File: src/rtl/mbist_sequencer.sv
// Host-side sequencer for the memory BIST controller: runs the enabled test patterns
// back to back and folds per-pattern pass/fail, timeout and abort into one result.
module mbist_sequencer #(
  parameter int ADDR_BITS = 5,
  parameter int TIMEOUT   = 2047
) (
  input  logic                 clk,
  input  logic                 rst,
  input  logic                 start,
  input  logic                 abort,
  input  logic [3:0]           pattern_mask,
  input  logic                 single_mode,
  input  logic [ADDR_BITS-1:0] target_addr,
  output logic [10:0]          bist_cfg,
  input  logic [10:0]          bist_status,
  output logic                 busy,
  output logic                 seq_done,
  output logic                 result_valid,
  output logic [3:0]           fail_vector,
  output logic                 timeout_flag,
  output logic                 aborted,
  output logic                 pass,
  output logic [1:0]           cur_pattern
);

  typedef enum logic [2:0] {
    S_IDLE, S_SELECT, S_CONFIG, S_ARM, S_WAIT, S_RELEASE, S_FINISH
  } state_t;

  state_t               state, state_n;
  logic [3:0]           mask_q;
  logic                 mode_q;
  logic [ADDR_BITS-1:0] addr_q;
  logic [2:0]           ptr, ptr_n, nxt;
  logic [15:0]          cnt, cnt_n;
  logic                 done, fail, tmo, latch, unused_status;
  logic [10:0]          cfg_n;
  logic [3:0]           fv_n;
  logic [1:0]           cur_n;
  logic                 busy_n, seq_done_n, rv_n, to_n, ab_n, pass_n;

  // Lowest enabled pattern index at or above 'from'; 4 means none left.
  function automatic logic [2:0] first_enabled(input logic [3:0] mask, input logic [2:0] from);
    logic [2:0] idx;
    idx = 3'd4;
    for (int i = 3; i >= 0; i--)
      if (mask[i] && (3'(i) >= from)) idx = 3'(i);
    return idx;
  endfunction

  function automatic logic [10:0] make_cfg(input logic [1:0] pat, input logic init);
    return {pat, 5'(addr_q), 2'b00, init, mode_q};
  endfunction

  assign done          = bist_status[2];
  assign fail          = bist_status[3];
  assign unused_status = ^{bist_status[10:4], bist_status[1:0]};
  assign tmo           = (cnt == 16'(TIMEOUT));
  assign nxt           = first_enabled(mask_q, ptr);
  assign latch         = (state == S_IDLE) && start;

  always_ff @(posedge clk or negedge rst) begin
    if (!rst) state <= S_IDLE;
    else      state <= state_n;
  end

  always_comb begin
    state_n = state;
    case (state)
      S_IDLE:    if (start) state_n = S_SELECT;
      S_SELECT:  state_n = (abort || nxt[2]) ? S_FINISH : S_CONFIG;
      S_CONFIG:  state_n = abort ? S_RELEASE : S_ARM;
      S_ARM:     state_n = abort ? S_RELEASE : S_WAIT;
      S_WAIT:    if (done || tmo || abort) state_n = S_RELEASE;
      S_RELEASE: begin
        if (!done)    state_n = (aborted || abort) ? S_FINISH : S_SELECT;
        else if (tmo) state_n = S_FINISH;
      end
      S_FINISH:  state_n = S_IDLE;
      default:   state_n = S_IDLE;
    endcase
  end

  // Next values of every registered output, derived from the current and next state.
  always_comb begin
    ptr_n = ptr;
    cur_n = cur_pattern;
    fv_n  = fail_vector;
    to_n  = timeout_flag;
    ab_n  = aborted;
    rv_n  = result_valid;
    cnt_n = cnt;
    if (latch) begin
      fv_n  = '0;
      to_n  = 1'b0;
      ab_n  = 1'b0;
      rv_n  = 1'b0;
      ptr_n = '0;
    end
    if (state == S_SELECT && !abort && !nxt[2]) cur_n = nxt[1:0];
    if (state == S_WAIT) begin
      if (done) fv_n[cur_pattern] = fail;
      else if (tmo) begin
        fv_n[cur_pattern] = 1'b1;
        to_n              = 1'b1;
      end
    end
    if (abort && state != S_IDLE && state != S_FINISH) ab_n = 1'b1;
    if (state == S_RELEASE) begin
      if (!done) ptr_n = {1'b0, cur_pattern} + 3'd1;
      else if (tmo) to_n = 1'b1;
    end
    if (state_n == S_FINISH) rv_n = 1'b1;

    if (state_n == S_ARM || (state_n == S_RELEASE && state != S_RELEASE)) cnt_n = '0;
    else if (state == S_ARM || state == S_WAIT || state == S_RELEASE)   cnt_n = cnt + 16'd1;

    case (state_n)
      S_SELECT:            cfg_n = bist_cfg & ~11'h002;
      S_CONFIG, S_RELEASE: cfg_n = make_cfg(cur_n, 1'b0);
      S_ARM, S_WAIT:       cfg_n = make_cfg(cur_n, 1'b1);
      default:             cfg_n = '0;
    endcase
    busy_n     = (state_n != S_IDLE) && (state_n != S_FINISH);
    seq_done_n = (state_n == S_FINISH);
    pass_n     = rv_n & ~|fv_n & ~to_n & ~ab_n;
  end

  always_ff @(posedge clk or negedge rst) begin
    if (!rst) begin
      bist_cfg     <= '0;
      busy         <= 1'b0;
      seq_done     <= 1'b0;
      result_valid <= 1'b0;
      fail_vector  <= '0;
      timeout_flag <= 1'b0;
      aborted      <= 1'b0;
      pass         <= 1'b0;
      cur_pattern  <= '0;
    end else begin
      bist_cfg     <= cfg_n;
      busy         <= busy_n;
      seq_done     <= seq_done_n;
      result_valid <= rv_n;
      fail_vector  <= fv_n;
      timeout_flag <= to_n;
      aborted      <= ab_n;
      pass         <= pass_n;
      cur_pattern  <= cur_n;
    end
  end

  always_ff @(posedge clk) begin
    if (latch) begin
      mask_q <= pattern_mask;
      mode_q <= single_mode;
      addr_q <= target_addr;
    end
    ptr <= ptr_n;
    cnt <= cnt_n;
  end

endmodule
File: config.mk
export PLATFORM = sky130hd
export DESIGN_NAME = mbist_sequencer
export DESIGN_NICKNAME = d
export VERILOG_FILES = /design/src/rtl/mbist_sequencer.sv
export SDC_FILE = /design/constraint.sdc
export NUM_CORES = 1
export LEC_CHECK = 0
export ABC_AREA = 1
export BUFFER_PORTS_ARGS = -buffer_cell sky130_fd_sc_hd__buf_4
export CORE_UTILIZATION = 45
export CTS_BUF_LIST = sky130_fd_sc_hd__clkbuf_8
export DETAILED_ROUTE_END_ITERATION = 8
export PLACE_DENSITY = 0.69
export SETUP_SLACK_MARGIN = 0.05
export SYNTH_ARGS = -nofsm -noshare
export SYNTH_HDL_FRONTEND = slang
export SYNTH_SLANG_ARGS = --single-unit
File: constraint.sdc
create_clock -name clk -period 1.95 [get_ports clk]
set_clock_uncertainty 0.2 [all_clocks]
set_input_delay 0.585 -clock clk [delete_from_list [all_inputs] [get_ports clk]]
set_output_delay 0.585 -clock clk [all_outputs]
set_load 0.005 [all_outputs]
==> summary.txt, run 1 <==
Crit path largest cell delay: 0.42 ns
Share of cells above drive strength 1: 39.8%
Syn avg cell area: 8.12 µm²
1st-pass router iterations: 4
Final ANT Viol Nets: 0
P_leak: 1.75 nW
Sequential element share of the synthesized area: 49.5%
Final Wtd Congestion: 0.851
Crit path cell chain: inv_2 -> buf_6 -> nor3_2 -> a21oi_1 -> nand2_1 -> a21oi_4 -> nand3_4 -> o21ai_4 -> buf_6 -> nor2_2
Reg2reg path depth: 10
Clock Path Buffers: 2
Crit path launch: state[1]
Largest net degree at the start of global routing: 25
TritonCTS clock tree: yes
Max FO, Critical Path: 8
Tmin final: 2.09 ns
WHS Path Cells: 1
Cells after DPL: 466
VDD IR-drop max: 0.707 mV
Max stage delay cell, worst path: dfrtp_1
Post-synth ARST share: 45.3%
CP Capture Point: cnt[13]
Post-synth EDFFs: 10
Top cell type's share of synthesized area: 23.2%
Clock latency on the worst-skew pair: 0.32 ns
Post-Synthesis Cells: 319
Die area: 0.00606 mm²
Worst reg2reg path startpoint: state[1]
Tot Pwr: 5.53 mW
Vias in the first global route: 2337
ANT cells: 0
Via-per-instance ratio: 4.93
Setup_tns: -3.15 ns
Synth Register Bits: 53
Initial antenna violation count: 0
FF-to-FF End: cnt[13]
Setup violators final: 27
CTS Sinks: 53
Synth area leaders: dfrtp_1, dfxtp_1, nand2_1
Dpl hpwl: 4130 µm
DR iter-0 viols: 111
Synth cell types: 34
Power Density: 1490 mW/mm²
Wire per inst: 13.0 µm
Synth-to-layout area growth: 43.8%
Final Cell Area: 0.00372 mm²
Routed WL: 6320 µm
Most frequent cell after synthesis: nand2_1
Grt ovf: 0
Synth cell count leaders: nand2_1, nor2_1, nand3_1
Critical Path AT: 2.09 ns
Hold_ws: 0.238 ns
Vias post-DR: 2402
Cell Count, Final, Fillers Out: 487
R2r setup slk: -0.14 ns
FF/Latch Area: 0.00129 mm²
CP Data Required Time: 1.96 ns
Die H: 77.8 µm
Die W: 77.8 µm
Global-route wire length before repair: 10400 µm
Status: complete, but fails checks
Worst-path clk slew: 0.10 ns
Mapped Area: 0.00259 mm²
RSZ-0062 raised after global routing: true
Hold Fails Final Rpt: 0
Row cnt: 27
H-tree depth: 2
Post-layout nets: 444
DP Worst Slack: -0.316 ns
Hold WC Path Type: input pin to register
Finished Core Util: 67.2%
TritonCTS buffer count: 5
Residual DRC: 0
Startpoint Class: register
IO Port Bufs: 36
Worst setup margin: -0.139 ns
Slew Viols, Final: 0
Worst Path Class, Setup: register to register
CP most frequent cell: buf_6
Cell Area, Placed: 0.00324 mm²
I/O Pins: 48
Fmax: 479 MHz
Fillers: 445
Core footprint: 0.00554 mm²
Yosys warns: 0
Period utilization: 107%
Crit. End Element: register
Top FF cell, synth: dfrtp_1
Area of the multi-input gates: 0.00138 mm²
Cell taking the most area after synthesis: dfrtp_1
Root buf cell: clkbuf_8
GRT Util Overall: 21.8%
Max_cap viols: 0
Failing checks: setup timing
Initial Utilization: 46.7%
-- metal layers --
layer	global-route usage (%)	wire length, µm
met1	26.8	2690
met2	36.5	3180
met3	5.18	318
met4	8.87	131
met5	0	0
-- logic make-up after synthesis --
group | after synthesis | synth area share, %
muxes | 1 | 0.387
adders and majority gates | 5 | 2.42
DFF | 53 | 49.5
and+or+nand+nor | 185 | 31.1
xor gates and xnor gates | 13 | 4.40
other | 1 | 0.145
buffers and inverters | 41 | 6.81
AOI/OAI and AO/OA | 20 | 5.27
-- area by class of cell --
type	instances	share of cell area (%)
repair buffers	92	19.8
clock inverters	3	0.571
flip-flops and latches	53	34.6
inverters	36	3.63
well taps	72	2.42
multi-input cells	226	37.2
clock buffers	5	1.85
-- worst max-delay path: cells and delay by family (launching register included) --
| kind | cells | cell delay, ns |
|---|---|---|
| AOI/OAI and AO/OA | 3 | 0.59 |
| buffers and inverters | 3 | 0.44 |
| DFF | 1 | 0.42 |
| and+or+nand+nor | 4 | 0.32 |
-- sequential cells by signal, indices dropped and copies added, names as in the netlist --
name / cells
mode_q: 1
busy: 1
bist_cfg: 9
cnt: 16
aborted: 1
mask_q: 4
cur_pattern: 2
pass: 1
seq_done: 1
addr_q: 5
fail_vector: 4
result_valid: 1
ptr: 3
timeout_flag: 1
state: 3
-- power breakdown --
part	internal, mW	switching (mW)	leakage [nW]	total, mW
Combinational	1.48	1.67	1.16	3.16
Sequential	1.46	0.266	0.552	1.73
Clock	0.256	0.391	0.0445	0.647
Total	3.20	2.33	1.75	5.53
-- worst min path at each step --
stage,slack (ns),end,from
2_1_floorplan,0.09,aborted,rst
3_3_place_gp,0.27,bist_cfg[6],addr_q[2]
3_5_place_dp,0.28,bist_cfg[0],mode_q
4_1_cts,0.24,addr_q[2],target_addr[2]
5_1_grt,0.23,addr_q[0],target_addr[0]
6_report,0.24,addr_q[1],target_addr[1]
-- cells in the final DEF, fill, tap and decap left out, types with 2 or more instances in the layout --
cell type   n
clkbuf_8    5
xor2_1      7
nor2_4      9
xnor2_1     5
nand3_1    29
o21ai_0     8
inv_1      32
nand4_1     4
a21oi_1     3
dfxtp_2     4
edfxtp_1   10
dfrtp_1    22
conb_1      2
ha_1        4
nor2_2     10
nand2_1    69
buf_4      82
nand2_4     5
inv_2       4
nand3_4     2
a21oi_4     2
buf_6       8
dfrtp_2     2
nand3_2     8
nor3_1      2
nor2_1     30
nand2_2    11
nor3_2      2
dfxtp_1    15
-- timing repair --
action / CTS / global route
gates resized for setup: 38 / 38
hold endpoints to repair: 24 / 0
hold buffers: 1 / 0
endpoints found under the setup margin: 27 / 29
buffers inserted: 10 / 3
pin swaps: 10 / 13
gates cloned: 1 / 0
Note: power is estimated with default switching activity, not from simulation.
==> run 2: changes to the inputs <==
--- a/config.mk
+++ b/config.mk
@@ -12,6 +12,7 @@
 export DETAILED_ROUTE_END_ITERATION = 8
 export PLACE_DENSITY = 0.69
 export SETUP_SLACK_MARGIN = 0.05
+export SKIP_CTS_REPAIR_TIMING = 1
 export SYNTH_ARGS = -nofsm -noshare
 export SYNTH_HDL_FRONTEND = slang
 export SYNTH_SLANG_ARGS = --single-unit
==> run 2 against run 1 <==
Effect of this change: the flow still finishes with violations (setup timing); sequential power down 2%; via count fell by 1.5%; first-iteration DRC count shrank 33%; cell area fell by 2.8%; count of clock-buffer cells in the layout unchanged; combinational power is 8.2% lower; clock power shrank 1%; utilization down 1.9 points; power down 5.4%; maximum frequency is essentially flat; sequential share of layout area increased by 1.0 points; largest cell class unchanged; highest routed layer unchanged.
==> summary.txt, run 2 (same netlist as run 1, synthesis figures left out) <==
Status: complete, but fails checks
Failing checks: setup timing
Vias in the first global route: 2139 (-8.5%)
H-tree depth: 2 (unchanged)
Core footprint: 0.00554 mm² (unchanged)
FF/Latch Area: 0.00129 mm² (about the same)
Wire per inst: 12.6 µm (-2.6%)
Startpoint Class: register
Cell Count, Final, Fillers Out: 485 (-0.41%)
Setup_tns: -2.13 ns (+1.02 ns)
I/O Pins: 48 (unchanged)
Critical Path AT: 2.09 ns (about the same)
Power Density: 1450 mW/mm² (-2.6%)
Die W: 77.8 µm (unchanged)
Max FO, Critical Path: 16 (+8)
Clock latency on the worst-skew pair: 0.31 ns (about the same)
Largest regs: cnt: 16 flops, bist_cfg: 9 flops, addr_q: 5 flops
Grt ovf: 0 (unchanged)
Most flops, register: cnt
Hold Fails Final Rpt: 0 (unchanged)
TritonCTS buffer count: 5 (unchanged)
Hold WC Path Type: input pin to register
Die area: 0.00606 mm² (unchanged)
Synth-to-layout area growth: 39.8%
Routed WL: 6130 µm (-3.0%)
Fillers: 481 (+8.1%)
DR iter-0 viols: 74 (-33%)
TritonCTS clock tree: yes
Slew Viols, Final: 0 (unchanged)
Via-per-instance ratio: 4.88 (-1.1%)
Most frequent cells in the layout: buf_4, nand2_1, nor2_1, nand3_1, inv_1
Vias post-DR: 2367 (-1.5%)
VDD IR-drop max: 0.680 mV (-3.7%)
Row cnt: 27 (unchanged)
Worst setup margin: -0.138 ns (+0.000113 ns)
Dpl hpwl: 4130 µm (unchanged)
P_leak: 1.71 nW (-2.4%)
Tmin final: 2.09 ns (-0.000113 ns)
Worst Path Class, Setup: register to register
Initial Utilization: 46.7% (unchanged)
GRT Util Overall: 19.7% (-2.0 points)
Worst-path clk slew: 0.10 ns (about the same)
Tot Pwr: 5.24 mW (-5.4%)
Fmax: 479 MHz (about the same)
Cells after DPL: 466 (unchanged)
M1 GR Usage: 25.2% (-1.6 points)
Final ANT Viol Nets: 0 (unchanged)
Residual DRC: 0 (unchanged)
Routing usage on met2: 33.4% (-3.1 points)
Post-layout nets: 442 (-0.45%)
Met3 Usage GRT: 4.00% (-1.2 points)
Largest net degree at the start of global routing: 25 (unchanged)
Clock Path Buffers: 2 (unchanged)
Most common cell after layout, fill and taps aside: buf_4
Global-route wire length before repair: 9380 µm (-9.3%)
Setup violators final: 25 (-7.4%)
GRT Max-Usage Layer: met2
Crit. End Element: register
Root buf cell: clkbuf_8
Max reg flops: 16 (unchanged)
ANT cells: 0 (unchanged)
IO Port Bufs: 36 (unchanged)
Max_cap viols: 0 (unchanged)
Die H: 77.8 µm (unchanged)
Area of the multi-input gates: 0.00129 mm² (-6.6%)
Initial antenna violation count: 0 (unchanged)
RSZ-0062 raised after global routing: true
1st-pass router iterations: 4 (unchanged)
Final Wtd Congestion: 0.851 (unchanged)
CP Data Required Time: 1.95 ns (about the same)
CTS Sinks: 53 (unchanged)
Share of cells above drive strength 1: 36.1% (-3.7 points)
Period utilization: 107% (about the same)
run 2: final cells by class:
class / count / area share [%]
clock buffer: 5 / 1.90
clock inverter: 3 / 0.588
inverter: 36 / 3.84
multi-input combinational: 226 / 35.7
sequential: 53 / 35.6
tap: 72 / 2.49
timing repair buffer: 90 / 19.8
run 2: through the flow:
| stage | hold WS [ns] | util (%) | cell area (µm²) | setup slack [ns] |
|---|---|---|---|---|
| after global placement | 0.273 | 58.5 | 3240 | -0.308 |
| after CTS | -0.0492 | 60.1 | 3330 | -0.244 |
| final | 0.242 | 65.3 | 3620 | -0.138 |
| after global routing | 0.226 | 65.3 | 3620 | -0.202 |
| after detailed placement | 0.279 | 58.5 | 3240 | -0.316 |
| after floorplan | 0.0894 | - | 2600 | 0.0520 |
run 2: final timing paths:
check / start / end / slack [ns] / cells past startpoint
worst min register to register: bist_cfg[4] / bist_cfg[4] / 0.29 / 2
worst max register to register: state[2] / cnt[13] / -0.14 / 11
worst min-delay path: target_addr[4] / addr_q[4] / 0.24 / 1
max in group asynchronous: rst / state[0] / 0.78 / 2
min in group asynchronous: rst / timeout_flag / 0.51 / 2
worst max-delay path: state[2] / cnt[13] / -0.14 / 11
run 2: power by group:
group	switching (mW)	internal [mW]	leakage (nW)	total [mW]
sequential	0.234	1.46	0.553	1.69
clock	0.383	0.256	0.0445	0.638
combinational	1.55	1.35	1.11	2.90
total	2.17	3.07	1.71	5.24
run 2: worst max-delay path, stage by stage, from the launching register on:
cell	delay, ns
dfrtp_2	0.45
inv_1	0.12
nand3_1	0.12
inv_1	0.07
a21oi_1	0.15
nand2_2	0.08
a21oi_4	0.18
buf_6	0.13
nand3_4	0.09
o21ai_4	0.16
buf_12	0.16
nor2_1	0.05
run 2: routing by layer:
metal | vias up | part of all wire (%)
li1 | 1197 | -
met1 | 1099 | 43
met2 | 56 | 51
met3 | 15 | 4.3
met4 | 0 | 1.8
met5 | - | 0
==> run 3: changes to the inputs <==
--- a/config.mk
+++ b/config.mk
@@ -10,9 +10,10 @@
 export CORE_UTILIZATION = 45
 export CTS_BUF_LIST = sky130_fd_sc_hd__clkbuf_8
 export DETAILED_ROUTE_END_ITERATION = 8
-export PLACE_DENSITY = 0.69
+export PLACE_DENSITY = 0.67
 export SETUP_SLACK_MARGIN = 0.05
 export SKIP_CTS_REPAIR_TIMING = 1
+export SLEW_MARGIN = 20
 export SYNTH_ARGS = -nofsm -noshare
 export SYNTH_HDL_FRONTEND = slang
 export SYNTH_SLANG_ARGS = --single-unit
==> constraint.sdc (replaced) <==
create_clock -name clk -period 2.46 [get_ports clk]
set_clock_uncertainty 0.2 [all_clocks]
set_input_delay 0.738 -clock clk [delete_from_list [all_inputs] [get_ports clk]]
set_output_delay 0.738 -clock clk [all_outputs]
set_load 0.02 [all_outputs]
==> run 3 against run 2 <==
Effect of this change: the flow now finishes without violations; cell count shrank 10%; largest cell class is now sequential cells; via count down 10%; sequential power down 21%; global-route usage shrank 0.83 points; power down 30%; combinational power down 40%; critical path depth is 1 higher.
==> summary.txt, run 3 (same netlist as run 1, synthesis figures left out) <==
Status: finished, final reports clean
Fmax: 449 MHz (-6.2%)
Vias in the first global route: 2029 (-5.1%)
CP Data Required Time: 2.50 ns (+0.55 ns)
Met3 Usage GRT: 3.88% (-0.12 points)
Sw frac: 43.1% (+1.8 points)
I/O Pins: 48 (unchanged)
Setup violators final: 0 (-100%)
Wire per inst: 11.9 µm (-6.2%)
Final Cell Area: 0.00307 mm² (-15%)
DR iter-0 viols: 175 (+140%)
Crit. End Element: register
Die H: 77.8 µm (unchanged)
Max reg flops: 16 (unchanged)
Most flops, register: cnt
Via-per-instance ratio: 4.87 (-0.14%)
VDD IR-drop max: 0.514 mV (-25%)
Largest regs: cnt: 16 flops, bist_cfg: 9 flops, addr_q: 5 flops
Core footprint: 0.00554 mm² (unchanged)
Cell Area, Placed: 0.00295 mm² (-8.9%)
Die W: 77.8 µm (unchanged)
Tmin final: 2.23 ns (+0.139 ns)
Final ANT Viol Nets: 0 (unchanged)
Comb power frac: 47.5% (-7.9 points)
Root buf cell: clkbuf_8
Critical Path AT: 2.27 ns (+0.18 ns)
1st-pass router iterations: 4 (unchanged)
Vias post-DR: 2120 (-10%)
Crit path cell chain: inv_1 -> nand3_2 -> nor2_4 -> nand2_1 -> nand2_1 -> a21oi_1 -> nand2_1 -> buf_4 -> nand2_1 -> nor2_2 -> nand2_1 -> nand3_1
Hold WC Path Type: input pin to async pin
Clock network fraction of total power: 16.0% (+3.8 points)
Reg2reg path depth: 12 (+1)
Row cnt: 27 (unchanged)
Share of cells above drive strength 1: 17.1% (-19 points)
GRT Util Overall: 18.9% (-0.83 points)
Worst setup margin: 0.233 ns (+0.371 ns)
Slew Viols, Final: 0 (unchanged)
Residual DRC: 0 (unchanged)
Initial antenna violation count: 0 (unchanged)
Final Wtd Congestion: 0.839 (-1.5%)
Grt ovf: 0 (unchanged)
P_sw: 1.58 mW (-27%)
Max FO, Critical Path: 8 (-8)
Dpl hpwl: 3800 µm (-7.9%)
Routing usage on met2: 30.6% (-2.7 points)
DP Worst Slack: -0.00000688 ns (+0.316 ns)
Global-route wire length before repair: 8990 µm (-4.2%)
Clock Path Buffers: 2 (unchanged)
GRT Max-Usage Layer: met2
Max stage delay cell, worst path: dfrtp_1
Initial Utilization: 46.7% (unchanged)
Worst Path Class, Setup: register to register
Sequential Power Share: 36.5% (+4.1 points)
Hold Fails Final Rpt: 0 (unchanged)
M1 GR Usage: 25.1% (-0.13 points)
H-tree depth: 2 (unchanged)
CTS Sinks: 53 (unchanged)
Tot Pwr: 3.67 mW (-30%)
Post-layout nets: 392 (-11%)
Most frequent cells in the layout: nand2_1, nor2_1, buf_4
Largest net degree at the start of global routing: 25 (unchanged)
Max_cap viols: 0 (unchanged)
Crit path largest cell delay: 0.41 ns (-0.04 ns)
Most common cell after layout, fill and taps aside: nand2_1
IO Port Bufs: 36 (unchanged)
CP most frequent cell: nand2_1
Crit path launch: state[1]
CP Capture Point: bist_cfg[7]
Power Internal: 2.09 mW (-32%)
FF-to-FF End: bist_cfg[7]
ANT cells: 0 (unchanged)
Worst reg2reg path startpoint: state[1]
Fillers: 511 (+6.2%)
Worst-path clk slew: 0.10 ns (about the same)
Startpoint Class: register
Power Density: 1200 mW/mm² (-17%)
TritonCTS clock tree: yes
Synth-to-layout area growth: 18.4%
Routed WL: 5160 µm (-16%)
TritonCTS buffer count: 5 (unchanged)
Die area: 0.00606 mm² (unchanged)
R2r setup slk: 0.23 ns (+0.37 ns)
Period utilization: 90.5% (-17 points)
P_leak: 1.45 nW (-15%)
Clock latency on the worst-skew pair: 0.31 ns (about the same)
RSZ-0062 raised after global routing: false
==> run 3: changes by cell type in the layout (fill, tap and decap cells not counted), moves of 3 or more <==
cell / change
buf_4: -44
nand2_1: +12
nor2_1: +9
nand2_2: -7
nor2_2: -6
dfxtp_1: +5
dfxtp_2: -5
nand2_4: -5
buf_6: -4
inv_1: +3
nor2_4: -3
==> run 3: per-layer routing <==
layer,wire (µm),share of wire (%)
met1,2510,49
met2,2400,46
met3,182,3.5
met4,70,1.4
met5,0,0
==> run 3: worst min-delay path by stage <==
stage / from / endpoint / slack (ns) / cells after the start
global placement: addr_q[4] / bist_cfg[8] / 0.27 / 2
floorplan: rst / aborted / 0.24 / 0
detailed placement: addr_q[0] / bist_cfg[4] / 0.28 / 2
global route: rst / pass / 0.11 / 1
CTS: rst / pass / 0.11 / 1
finish: rst / pass / 0.11 / 1
==> run 3: power by group through the flow <==
stage          Combinational, mW  Sequential (mW)  Clock, mW
6_report                    1.74             1.34      0.586
4_1_cts                     1.75             1.34      0.610
3_5_place_dp                1.74             1.35          0
5_1_grt                     1.96             1.38      0.641
3_3_place_gp                1.71             1.35          0
2_1_floorplan               1.06             1.47          0
==> run 3: critical path: cells and delay by family (launching register included) <==
| family | cells | cell delay (ns) |
|---|---|---|
| compound gates | 1 | 0.06 |
| simple gates | 9 | 1.18 |
| flops | 1 | 0.41 |
| buf+inv | 2 | 0.32 |
==> run 3: cell type report <==
class	count	area [µm²]	share of cell area [%]
Multi-Input combinational cell	226	1130	37.0
Sequential cell	53	1280	41.8
Timing Repair Buffer	40	313	10.2
Inverter	36	135	4.41
Clock buffer	5	68.8	2.24
Tap cell	72	90.1	2.94
Clock inverter	3	41.3	1.35
==> run 3: through the flow <==
step / setup TNS [ns] / std cells / hold slack [ns] / utilization, %
floorplan: 0 / 320 / 0.242 / -
global placement: 0 / 427 / 0.273 / 53.3
detailed placement: -0.00000688 / 427 / 0.283 / 53.3
CTS: 0 / 435 / 0.107 / 55.3
global route: 0 / 435 / 0.114 / 55.3
finish: 0 / 435 / 0.107 / 55.3
